==> src/rtl/alu_add8_seq.sv <==
// Sequences an 8-bit add through a 4-bit adder, low nibble then high nibble with the carry chained.
// Optional subtract support is enabled by defining ALU_ADD8_SUB_EN (adds the `sub` port).
module alu_add8_seq #(
    parameter int READY_TIMEOUT = 255,
    parameter int GAP_CYCLES    = 1
) (
    input  logic       clk,
    input  logic       rst_n,
    input  logic       start,
    input  logic [7:0] a,
    input  logic [7:0] b,
    input  logic       cin,
`ifdef ALU_ADD8_SUB_EN
    input  logic       sub,
`endif
    output logic       busy,
    output logic       done,
    output logic [7:0] result,
    output logic       cout,
    output logic       zero,
    output logic       ovf,
    output logic       err,
    output logic       add_en,
    output logic [3:0] add_a,
    output logic [3:0] add_b,
    output logic       add_cin,
    input  logic [3:0] add_sum,
    input  logic       add_cout,
    input  logic       add_ready
);

    localparam int TW = $clog2(READY_TIMEOUT + 1);
    localparam int GW = (GAP_CYCLES > 1) ? $clog2(GAP_CYCLES) : 1;
    localparam logic [TW-1:0] TO_LAST  = TW'(READY_TIMEOUT - 1);
    localparam logic [GW-1:0] GAP_LAST = GW'(GAP_CYCLES - 1);

    typedef enum logic [2:0] {
        S_IDLE   = 3'd0,
        S_LO_REQ = 3'd1,
        S_GAP    = 3'd2,
        S_HI_REQ = 3'd3,
        S_DONE   = 3'd4
    } state_e;

    function automatic logic [7:0] f_b_eff(input logic [7:0] b_v, input logic sub_v);
        return sub_v ? ~b_v : b_v;
    endfunction

    function automatic logic f_c_eff(input logic c_v, input logic sub_v);
        return sub_v ? 1'b1 : c_v;
    endfunction

    function automatic logic f_ovf(input logic a7, input logic b7, input logic r7);
        return (a7 == b7) && (r7 != a7);
    endfunction

    state_e          state_q, state_d;
    logic [7:0]      a_q, a_d, b_q, b_d;
    logic            c_q, c_d, sub_q, sub_d;
    logic [3:0]      res_lo_q, res_lo_d;
    logic            c_mid_q, c_mid_d;
    logic [TW-1:0]   to_cnt_q, to_cnt_d;
    logic [GW-1:0]   gap_cnt_q, gap_cnt_d;
    logic            busy_q, busy_d, done_q, done_d, err_q, err_d;
    logic [7:0]      result_q, result_d;
    logic            cout_q, cout_d, zero_q, zero_d, ovf_q, ovf_d;
    logic            add_en_q, add_en_d, add_cin_q, add_cin_d;
    logic [3:0]      add_a_q, add_a_d, add_b_q, add_b_d;

    logic            sub_in_s;
    logic [7:0]      in_b_eff_s, b_eff_s;
    logic            in_c_eff_s, c_eff_s;
    logic [7:0]      hi_result_s;

`ifdef ALU_ADD8_SUB_EN
    assign sub_in_s = sub;
`else
    assign sub_in_s = 1'b0;
`endif

    assign in_b_eff_s  = f_b_eff(b, sub_in_s);
    assign in_c_eff_s  = f_c_eff(cin, sub_in_s);
    assign b_eff_s     = f_b_eff(b_q, sub_q);
    assign c_eff_s     = f_c_eff(c_q, sub_q);
    assign hi_result_s = {add_sum, res_lo_q};

    // Next-state and next-output logic for the two-pass sequencer.
    always_comb begin
        state_d   = state_q;
        a_d       = a_q;
        b_d       = b_q;
        c_d       = c_q;
        sub_d     = sub_q;
        res_lo_d  = res_lo_q;
        c_mid_d   = c_mid_q;
        to_cnt_d  = to_cnt_q;
        gap_cnt_d = gap_cnt_q;
        busy_d    = busy_q;
        done_d    = 1'b0;
        err_d     = err_q;
        result_d  = result_q;
        cout_d    = cout_q;
        zero_d    = zero_q;
        ovf_d     = ovf_q;
        add_en_d  = add_en_q;
        add_a_d   = add_a_q;
        add_b_d   = add_b_q;
        add_cin_d = add_cin_q;

        case (state_q)
            S_IDLE: begin
                if (start) begin
                    a_d       = a;
                    b_d       = b;
                    c_d       = cin;
                    sub_d     = sub_in_s;
                    to_cnt_d  = '0;
                    busy_d    = 1'b1;
                    add_en_d  = 1'b1;
                    add_a_d   = a[3:0];
                    add_b_d   = in_b_eff_s[3:0];
                    add_cin_d = in_c_eff_s;
                    state_d   = S_LO_REQ;
                end else begin
                    state_d = S_IDLE;
                end
            end
            S_LO_REQ: begin
                add_a_d   = a_q[3:0];
                add_b_d   = b_eff_s[3:0];
                add_cin_d = c_eff_s;
                if (add_ready) begin
                    res_lo_d  = add_sum;
                    c_mid_d   = add_cout;
                    gap_cnt_d = '0;
                    add_en_d  = 1'b0;
                    state_d   = S_GAP;
                end else if (to_cnt_q == TO_LAST) begin
                    add_en_d = 1'b0;
                    done_d   = 1'b1;
                    err_d    = 1'b1;
                    result_d = 8'h00;
                    cout_d   = 1'b0;
                    zero_d   = 1'b1;
                    ovf_d    = 1'b0;
                    state_d  = S_DONE;
                end else begin
                    to_cnt_d = to_cnt_q + TW'(1);
                end
            end
            S_GAP: begin
                if (gap_cnt_q == GAP_LAST) begin
                    to_cnt_d  = '0;
                    add_en_d  = 1'b1;
                    add_a_d   = a_q[7:4];
                    add_b_d   = b_eff_s[7:4];
                    add_cin_d = c_mid_q;
                    state_d   = S_HI_REQ;
                end else begin
                    gap_cnt_d = gap_cnt_q + GW'(1);
                end
            end
            S_HI_REQ: begin
                if (add_ready) begin
                    add_en_d = 1'b0;
                    done_d   = 1'b1;
                    err_d    = 1'b0;
                    result_d = hi_result_s;
                    cout_d   = add_cout;
                    zero_d   = (hi_result_s == 8'h00);
                    ovf_d    = f_ovf(a_q[7], b_eff_s[7], add_sum[3]);
                    state_d  = S_DONE;
                end else if (to_cnt_q == TO_LAST) begin
                    add_en_d = 1'b0;
                    done_d   = 1'b1;
                    err_d    = 1'b1;
                    result_d = 8'h00;
                    cout_d   = 1'b0;
                    zero_d   = 1'b1;
                    ovf_d    = 1'b0;
                    state_d  = S_DONE;
                end else begin
                    to_cnt_d = to_cnt_q + TW'(1);
                end
            end
            S_DONE: begin
                busy_d  = 1'b0;
                state_d = S_IDLE;
            end
            default: begin
                busy_d   = 1'b0;
                add_en_d = 1'b0;
                state_d  = S_IDLE;
            end
        endcase
    end

    // State and registered outputs; reset drops add_en without waiting for a clock.
    always_ff @(posedge clk or negedge rst_n) begin
        if (!rst_n) begin
            state_q   <= S_IDLE;
            a_q       <= 8'h00;
            b_q       <= 8'h00;
            c_q       <= 1'b0;
            sub_q     <= 1'b0;
            res_lo_q  <= 4'h0;
            c_mid_q   <= 1'b0;
            to_cnt_q  <= '0;
            gap_cnt_q <= '0;
            busy_q    <= 1'b0;
            done_q    <= 1'b0;
            err_q     <= 1'b0;
            result_q  <= 8'h00;
            cout_q    <= 1'b0;
            zero_q    <= 1'b0;
            ovf_q     <= 1'b0;
            add_en_q  <= 1'b0;
            add_a_q   <= 4'h0;
            add_b_q   <= 4'h0;
            add_cin_q <= 1'b0;
        end else begin
            state_q   <= state_d;
            a_q       <= a_d;
            b_q       <= b_d;
            c_q       <= c_d;
            sub_q     <= sub_d;
            res_lo_q  <= res_lo_d;
            c_mid_q   <= c_mid_d;
            to_cnt_q  <= to_cnt_d;
            gap_cnt_q <= gap_cnt_d;
            busy_q    <= busy_d;
            done_q    <= done_d;
            err_q     <= err_d;
            result_q  <= result_d;
            cout_q    <= cout_d;
            zero_q    <= zero_d;
            ovf_q     <= ovf_d;
            add_en_q  <= add_en_d;
            add_a_q   <= add_a_d;
            add_b_q   <= add_b_d;
            add_cin_q <= add_cin_d;
        end
    end

    assign busy    = busy_q;
    assign done    = done_q;
    assign result  = result_q;
    assign cout    = cout_q;
    assign zero    = zero_q;
    assign ovf     = ovf_q;
    assign err     = err_q;
    assign add_en  = add_en_q;
    assign add_a   = add_a_q;
    assign add_b   = add_b_q;
    assign add_cin = add_cin_q;

endmodule
==> config.mk <==
export PLATFORM = sky130hd
export DESIGN_NAME = alu_add8_seq
export DESIGN_NICKNAME = d
export VERILOG_FILES = /design/src/rtl/alu_add8_seq.sv
export SDC_FILE = /design/constraint.sdc
export NUM_CORES = 1
export LEC_CHECK = 0
export ABC_AREA = 1
export CORE_ASPECT_RATIO = 0.7
export CORE_MARGIN = 5
export CORE_UTILIZATION = 35
export CTS_CLUSTER_SIZE = 10
export DETAILED_ROUTE_END_ITERATION = 16
export SLEW_MARGIN = 0
export SYNTH_ARGS = -nofsm -noshare
export SYNTH_HDL_FRONTEND = slang
export SYNTH_SLANG_ARGS = --single-unit
==> constraint.sdc <==
create_clock -name clk -period 1.45 [get_ports clk]
set_clock_uncertainty 0.2 [all_clocks]
set_input_delay 0.29 -clock clk [delete_from_list [all_inputs] [get_ports clk]]
set_output_delay 0.29 -clock clk [all_outputs]
set_load 0.03 [all_outputs]
Yosys cells after proc, flatten, opt, wreduce, memory -nomap -nowiden
Cells that the tools add are included.
W data, S select, Z words.
{"block": "classes", "add_sub_neg": 2, "eq_ne": 14, "muxes": 53, "bitwise": 2, "reduce_logical": 17}
{"op": "$mux W8", "n": 7}
{"op": "$mux W1", "n": 24}
{"op": "$pmux W4 S3", "n": 2}
{"op": "$pmux W8 S3", "n": 1}
{"op": "$mux W4", "n": 4}
{"op": "$pmux W8 S2", "n": 1}
{"op": "$pmux W1 S2", "n": 7}
{"op": "$mux W3", "n": 4}
{"op": "$ne A2 B2 Y1 const B", "n": 6}
{"op": "$pmux W3 S4", "n": 1}
{"op": "$reduce_and A2 Y1", "n": 5}
{"op": "$add A8 B1 Y8 const B", "n": 1}
{"op": "$eq A8 B8 Y1 const B", "n": 1}
{"op": "$logic_not A8 Y1", "n": 1}
{"op": "$eq A3 B2 Y1 const B", "n": 2}
{"op": "$reduce_bool A3 Y1", "n": 2}
{"op": "$reduce_and A5 Y1", "n": 1}
{"op": "$pmux W1 S4", "n": 1}
{"op": "$reduce_and A4 Y1", "n": 1}
{"op": "$reduce_bool A2 Y1", "n": 2}
{"op": "$eq A3 B1 Y1 const B", "n": 1}
{"op": "$eq A3 B3 Y1 const B", "n": 1}
{"op": "$logic_not A3 Y1", "n": 1}
{"op": "$ne A3 B1 Y1 const B", "n": 1}
{"op": "9 further kinds", "n": 10}
{"block": "word_totals", "register_bits": 58, "output_inout_bits": 24, "word_cells": 107}

Depth between registers and ports, before layout
Gate-level depths: netlist of run 1.
{"block": "logic_depth", "ltp_word": 4, "mapped_depth": 10, "depth_no_buf": 9}

Worst setup path after synthesis of run 1
OpenSTA, ideal clock, no wires.
{"block": "synth_timing", "path_type": "reg-to-reg", "start": "register to_cnt_q[0]", "end": "register result_q[7], in the netlist result[7]", "setup_time_ps": 127, "arrival_time_ps": 1177, "required_time_ps": 1123, "setup_slack_ps": -55, "stages_incl_launch_ff": 11, "n_path_buf": 1, "period_less_slack_ps": 1505, "path_cell_list": "dfrtp_1 inv_1 ha_1 nand2_1 nor2_1 nand2_1 nand2_1 nand2_2 buf_6 nand2_1 o21ai_0"}
{"block": "synth_via", "elab_chain_len": 4}
{"element": "start: declaration", "line": "62", "text": "logic [TW-1:0] to_cnt_q, to_cnt_d;"}
{"element": "start signal: assignment", "line": "229", "text": "to_cnt_q <= to_cnt_d;"}
{"element": "$eq A8 B8 Y1 (*)", "line": "138, 173"}
{"element": "$mux W8 (*)"}
{"element": "$mux W8, on equally long branches"}
{"element": "$pmux W8 S2 (*)"}
{"element": "end signal: assignment", "line": "234", "text": "result_q <= result_d;"}
{"element": "end: declaration", "line": "65", "text": "logic [7:0] result_q, result_d;"}
Every way passes the cells marked *; elsewhere a longest branch is shown, timed or not. The select of a mux whose other input is x is not followed.
A chain may end at the register's enable or synchronous reset.

Worst setup path after layout of run 1
{"block": "layout_timing", "start": "register to_cnt_q[0]", "end": "register ovf_q, in the netlist ovf"}
{"block": "layout_via", "elab_chain_len": 4}
{"element": "$eq A8 B8 Y1 (*)", "line": "138, 173"}
{"element": "$mux W1 (*)"}
{"element": "$mux W1, on equally long branches"}
{"element": "$pmux W1 S2 (*)"}
{"element": "end signal: assignment", "line": "237", "text": "ovf_q <= ovf_d;"}
{"element": "end: declaration", "line": "66", "text": "logic cout_q, cout_d, zero_q, zero_d, ovf_q, ovf_d;"}
Marked as above.

==> results of run 1 <==
-- worst max-delay path, stage by stage (launching register included) --
cell     delay [ns]
dfrtp_1        0.40
inv_2          0.08
ha_4           0.14
nand2_4        0.05
nor2_4         0.09
nand2_4        0.11
nand2_8        0.12
nand2_8        0.08
a21o_1         0.15
-- cell type report --
class,instances,area (µm²)
timing repair buffer,100,907
inverter,47,189
multi-input combinational,213,1450
clock inverter,5,78.8
fill,608,3060
clock buffer,11,141
sequential,57,1430
tap,98,123
-- cells in the final DEF, fill, tap and decap left out, types with 4 or more instances in the layout --
cell / n
buf_4: 60
buf_6: 9
clkbuf_8: 10
clkdlybuf4s50_1: 24
dfrtp_1: 54
inv_1: 37
inv_2: 5
inv_4: 5
nand2_1: 75
nand2_2: 22
nand2_4: 6
nand2_8: 6
nand3_1: 8
nand3_2: 23
nand3_4: 5
nor2_1: 7
nor2_4: 4
o21ai_0: 16
o21ai_1: 10
o21ai_2: 9
-- repair_timing --
item	CTS	global route
hold buffers	1	0
setup buffers	4	9
endpoints found under the hold margin	57	0
setup endpoints to repair	35	53
pin swaps	16	28
gates cloned	2	2
resized for setup	38	82
-- kinds of logic (layout without fill, tap and decap cells) --
logic type | Yosys count | in the layout
AOI/OAI and AO/OA | 46 | 46
buffers and inverters | 55 | 163
DFF | 57 | 57
and+or+nand+nor | 160 | 163
xor gates and xnor gates | 2 | 2
adders and majority gates | 2 | 2
-- power breakdown --
part / switching (µW) / total (µW) / internal, µW
clock: 652 / 1660 / 1010
combinational: 2740 / 4770 / 2030
sequential: 506 / 2760 / 2250
total: 3900 / 9200 / 5300
-- sequential cells by signal, indices dropped and copies added (netlist names) --
| register | count |
|---|---|
| a_q | 8 |
| b_q | 8 |
| result | 8 |
| to_cnt_q | 8 |
| add_a | 4 |
| add_b | 4 |
| res_lo_q | 4 |
| state_q | 3 |
| add_cin | 1 |
| add_en | 1 |
| busy | 1 |
| c_mid_q | 1 |
| c_q | 1 |
| cout | 1 |
| done | 1 |
| err | 1 |
| ovf | 1 |
| zero | 1 |
-- synth_stat cells (2+ instances only) --
library cell  count
nand4_1           2
nand3_1          34
inv_1            42
ha_1              2
dfrtp_1          57
o21ai_1           3
buf_6             3
nor2_1           12
a21oi_1           6
nand2_2           3
o21ai_2           5
nand2_4           2
o211ai_1          2
nand2_1         101
inv_2             4
o21ai_0          27
buf_2             3
-- per-layer routing --
layer  track usage  routed length [µm]  vias up
met1         0.231                3690     1180
met5             0                   0        -
met3        0.0443                 312       12
met2         0.225                3490       55
met4        0.0583                 140        0
li1              -                   -     1238
-- metrics by stage --
stage	TNS [ns]	hold slack, ns
after floorplan	-0.357	-0.206
after global placement	-9.53	0.129
after detailed placement	-11.82	0.127
after CTS	-2.67	0.286
after global routing	-4.28	0.300
final	-1.57	0.282
-- how the worst max path moves through the flow --
stage	endpoint	from	slack, ns
after floorplan	result[7]	to_cnt_q[0]	-0.04
after global placement	add_a[3]	start	-0.26
after detailed placement	ovf	add_ready	-0.30
after CTS	ovf	to_cnt_q[0]	-0.16
after global routing	result[0]	to_cnt_q[0]	-0.14
final	ovf	to_cnt_q[0]	-0.09
==> impl_metrics.py, run 1 <==
metrics = {
    "run_status": {
        "status": "complete, but fails checks",
        "failed_checks": "setup timing",
    },
    "routing": {
        "avgRoutedWirePerCell_um": 14.4,
        "wirelength_um": 7630,
        "drc": 0,
        "vias": 2485,
        "dr.pass1.iters": 4,
        "antenna_left": 0,
        "drt_iter0_markers": 134,
        "viasPerCell": 4.68,
    },
    "global_route": {
        "grt_pass1_wl_um": 12100,
        "grt_max_degree": 36,
        "antenna_found_initial": 0,
        "grt.total_usage": 0.160,
        "grt_pass1_vias": 2469,
        "grt-ovfl-total": 0,
    },
    "cells_and_area": {
        "layout.nets": 456,
        "fin_cells": 531,
        "area.growth.synth_to_final_pct": 61.2,
        "drive_above_1_share": 0.434,
        "antenna_cells": 0,
        "post-route-util": 0.585,
        "final_area_mm2": 0.00432,
    },
    "run": {
        "max-cap-violations": 0,
    },
    "worst_setup_path": {
        "worstReg2RegEnd": "ovf",
        "cp_data_required_time_ns": 1.49,
        "start_kind": "register",
        "crit_type": "reg2reg",
        "crit_path_end_kind": "register",
        "arrival_ns": 1.57,
        "rr_startpoint": "to_cnt_q[0]",
        "crit_fanout": 7,
        "r2r_cells": 8,
        "rrSetupSlack_ns": -0.09,
    },
    "sta": {
        "rsz0062_at_grt": "yes",
        "fmax_mhz": 650,
        "min_period_ns": 1.54,
        "final_max_slew_viol_count": 0,
        "setup-violations-final": 36,
        "post-route-period-util": 1.06,
        "hold_viol": 0,
        "maxSlewHeadroom": 0.739,
        "setup_ws_ns": -0.0892,
        "worst_pin_slew_ns": 0.390,
    },
    "synthesis": {
        "synth_edf_count": 0,
        "yosys_most_used_dff": "dfrtp_1",
        "synth_seq_cells": 57,
        "synth_fa_ha_area_frac": 0.00933,
        "yosysWarnings": 0,
        "synthMuxAreaShare": 0,
        "synth_cell_types": 31,
        "syn-num-nets": 350,
        "synth_top_family_by_area": "simple AND/OR/NAND/NOR gates",
        "synth_area_mm2": 0.00268,
        "yosysSeqAreaShare": 0.532,
        "syn_avg_cell_area_um2": 8.33,
        "synth_compound_area_frac": 0.101,
        "async_flop_share": 1.00,
        "syn_inst": 322,
        "yosys-top-cells-area": "dfrtp_1 (53%), nand2_1 (14%), nand3_1 (6.3%), inv_1 (5.9%), o21ai_0 (5.0%)",
        "synth-simple-area-share": 0.263,
        "yosysTopAreaCell": "dfrtp_1",
        "synth_top_cell_area_share": 0.532,
        "synthXorXnorAreaFrac": 0.00653,
    },
    "clock_tree": {
        "htree_levels": 3,
        "clockBufferDepth": 2,
        "tritoncts": "yes",
        "clock_sinks": 57,
        "cts_buffers": 9,
        "path_clk_slew_ns": 0.07,
        "root_buffer": "clkbuf_8",
        "clk_latency_ns": 0.34,
    },
    "die": {
        "start_util": 0.363,
        "die_area_mm2": 0.00954,
        "row_count": 26,
        "coreArea_mm2": 0.00738,
        "die_height_um": 83.2,
        "die_w_um": 115,
        "io_pins": 50,
    },
    "pwr": {
        "worst_ir_drop_vdd_mv": 0.857,
        "power.density_mw_per_mm2": 2130,
        "total_power_uw": 9200,
        "leakage_uw": 0.00217,
    },
    "placement": {
        "dp_hpwl_um": 4840,
        "portBuffers": 49,
        "place_ws_ns": -0.296,
        "place_congestion": 0.833,
        "placed_cells": 497,
        "dpl_cell_area_mm2": 0.00349,
    },
    "min_path": {
        "hold_start": "add_b[0]",
        "holdCritPathClass": "reg2reg",
        "hold-path-endpoint": "add_b[0]",
        "hold_depth": 2,
    },
}
Power figures use the tool's default switching activity.
==> run 2: changes to the inputs <==
Settings changed: CORE_UTILIZATION 35 to 47, PLACE_DENSITY set to 0.76.
==> impl_metrics.py, run 2 (same netlist as run 1, synthesis figures left out) <==
metrics = {
    "global_route": {
        "grt_max_degree": 38,
        "grt.total_usage": 0.204,
        "grt-ovfl-total": 0,
        "grt_pass1_wl_um": 11600,
        "antenna_found_initial": 0,
        "grt_pass1_vias": 2426,
    },
    "routing": {
        "vias": 2760,
        "viasPerCell": 5.40,
        "avgRoutedWirePerCell_um": 18.9,
        "wirelength_um": 9660,
        "antenna_left": 0,
        "drc": 0,
        "drt_iter0_markers": 159,
        "dr.pass1.iters": 5,
    },
    "worst_setup_path": {
        "crit_chain": "inv_2 -> ha_4 -> nand2_4 -> nor2_4 -> nand2_4 -> nand2_4 -> nand2_8 -> a21o_1",
        "rrSetupSlack_ns": -0.18,
        "cp_data_required_time_ns": 1.48,
        "arrival_ns": 1.67,
        "slowest_stage": "dfrtp_1",
        "worstReg2RegEnd": "ovf",
        "slowest_delay_ns": 0.43,
        "rr_startpoint": "to_cnt_q[0]",
        "crit_type": "reg2reg",
        "r2r_cells": 8,
        "crit_top_cell": "nand2_4",
        "start_kind": "register",
        "crit_path_end_kind": "register",
        "crit_fanout": 7,
    },
    "clock_tree": {
        "clock_sinks": 57,
        "htree_levels": 3,
        "clk_latency_ns": 0.35,
        "root_buffer": "clkbuf_8",
        "clockBufferDepth": 2,
        "path_clk_slew_ns": 0.06,
        "tritoncts": "yes",
        "cts_buffers": 9,
    },
    "cells_and_area": {
        "drive_above_1_share": 0.502,
        "area.growth.synth_to_final_pct": 65.8,
        "fillers": 319,
        "layout.nets": 461,
        "post-route-util": 0.788,
        "antenna_cells": 0,
        "final_common_cell": "nand2_1",
        "layout_common_cells": "nand2_1 (61), buf_4 (59), dfrtp_1 (54), inv_1 (37), nand2_2 (26)",
    },
    "die": {
        "io_pins": 50,
        "die_area_mm2": 0.00734,
        "die_w_um": 100,
        "start_util": 0.475,
        "row_count": 23,
        "die_height_um": 73.2,
        "coreArea_mm2": 0.00564,
    },
    "sta": {
        "hold_viol": 0,
        "setup-violations-final": 50,
        "final_max_slew_viol_count": 0,
        "rsz0062_at_grt": "yes",
        "maxSlewHeadroom": 0.715,
        "setup_ws_ns": -0.184,
        "min_period_ns": 1.63,
        "post-route-period-util": 1.13,
        "fmax_mhz": 612,
        "worst_pin_slew_ns": 0.427,
        "holdWs_ns": 0.247,
    },
    "placement": {
        "dp_hpwl_um": 4600,
        "portBuffers": 49,
        "place_congestion": 0.855,
    },
    "run_status": {
        "failed_checks": "setup timing",
        "status": "complete, but fails checks",
    },
    "pwr": {
        "worst_ir_drop_vdd_mv": 0.937,
        "leakage_uw": 0.00225,
        "power.density_mw_per_mm2": 2160,
    },
    "min_path": {
        "holdCritPathClass": "in2reg",
        "hold-path-endpoint": "err",
        "hold_depth": 2,
        "hold_start": "add_ready",
    },
    "run": {
        "max-cap-violations": 0,
    },
}
run 2: cell types whose count changed in the layout (fill, tap and decap cells not counted), sizes merged:
cell / previous run / this run
clkdlybuf4s50: 24 / 23
nand2: 109 / 107
bufinv: 2 / 0
clkinv: 3 / 2
clkbuf: 12 / 14
clkinvlp: 0 / 1
dlymetal6s2s: 0 / 1
buf: 74 / 79
run 2: final cells by class:
cell class | instances | area (µm²) | area share
Sequential cell | 57 | 1430 | 0.322
Clock buffer | 11 | 151 | 0.0340
Multi-Input combinational cell | 211 | 1560 | 0.350
Tap cell | 75 | 93.8 | 0.0211
Inverter | 47 | 191 | 0.0431
Timing Repair Buffer | 107 | 1000 | 0.226
Clock inverter | 3 | 17.5 | 0.00394
run 2: worst max-delay path by stage:
| stage | startpoint | end | slack, ns |
|---|---|---|---|
| floorplan | to_cnt_q[0] | result[7] | -0.04 |
| CTS | to_cnt_q[0] | to_cnt_q[2] | -0.14 |
| detailed placement | start | to_cnt_q[5] | -0.34 |
| global placement | start | add_b[3] | -0.25 |
| global route | to_cnt_q[0] | state_q[1] | -0.23 |
| finish | to_cnt_q[0] | ovf | -0.18 |
run 2: power by group:
part | switching, µW | internal [µW]
Sequential | 643 | 2250
Clock | 648 | 687
Combinational | 3110 | 2260
Total | 4410 | 5200
run 2: repair_timing:
action	in CTS	in global routing
buffers inserted	13	3
hold buffers	1	0
gates cloned	1	7
gates resized for setup	49	128
hold endpoints to repair	57	0
setup endpoints to repair	35	51
pin swaps	22	38
run 2: worst max-delay path: cells and delay by family, from the launching register on:
| family | cells | cell delay, ns |
|---|---|---|
| AND/OR/NAND/NOR | 5 | 0.46 |
| buffers and inverters | 1 | 0.11 |
| adder cells (fa/ha/maj) | 1 | 0.15 |
| AO/OA/AOI/OAI | 1 | 0.18 |
| flip-flops | 1 | 0.43 |
run 2: per-stage QoR:
step	cells	area [µm²]	setup TNS, ns	setup slack [ns]	power [µW]
final	511	4450	-4.64	-0.184	9600
after detailed placement	473	3440	-12.04	-0.345	6200
after CTS	501	3860	-2.13	-0.136	7960
after global placement	473	3440	-9.05	-0.254	6090
after global routing	511	4450	-6.34	-0.232	10100
after floorplan	322	2700	-0.357	-0.0358	4840
run 2: layer usage:
| metal | part of all wire | up-vias | global-route usage |
|---|---|---|---|
| met4 | 0.029 | 0 | 0.0747 |
| met2 | 0.47 | 146 | 0.299 |
| met1 | 0.42 | 1335 | 0.292 |
| li1 | - | 1247 | - |
| met5 | 0 | - | 0 |
| met3 | 0.076 | 32 | 0.0554 |
==> run 3: changes to the inputs <==
Settings changed: CTS_CLUSTER_DIAMETER set to 80.
==> results of run 3 <==
Final layout, timing and power as in run 2 (identical DEF).
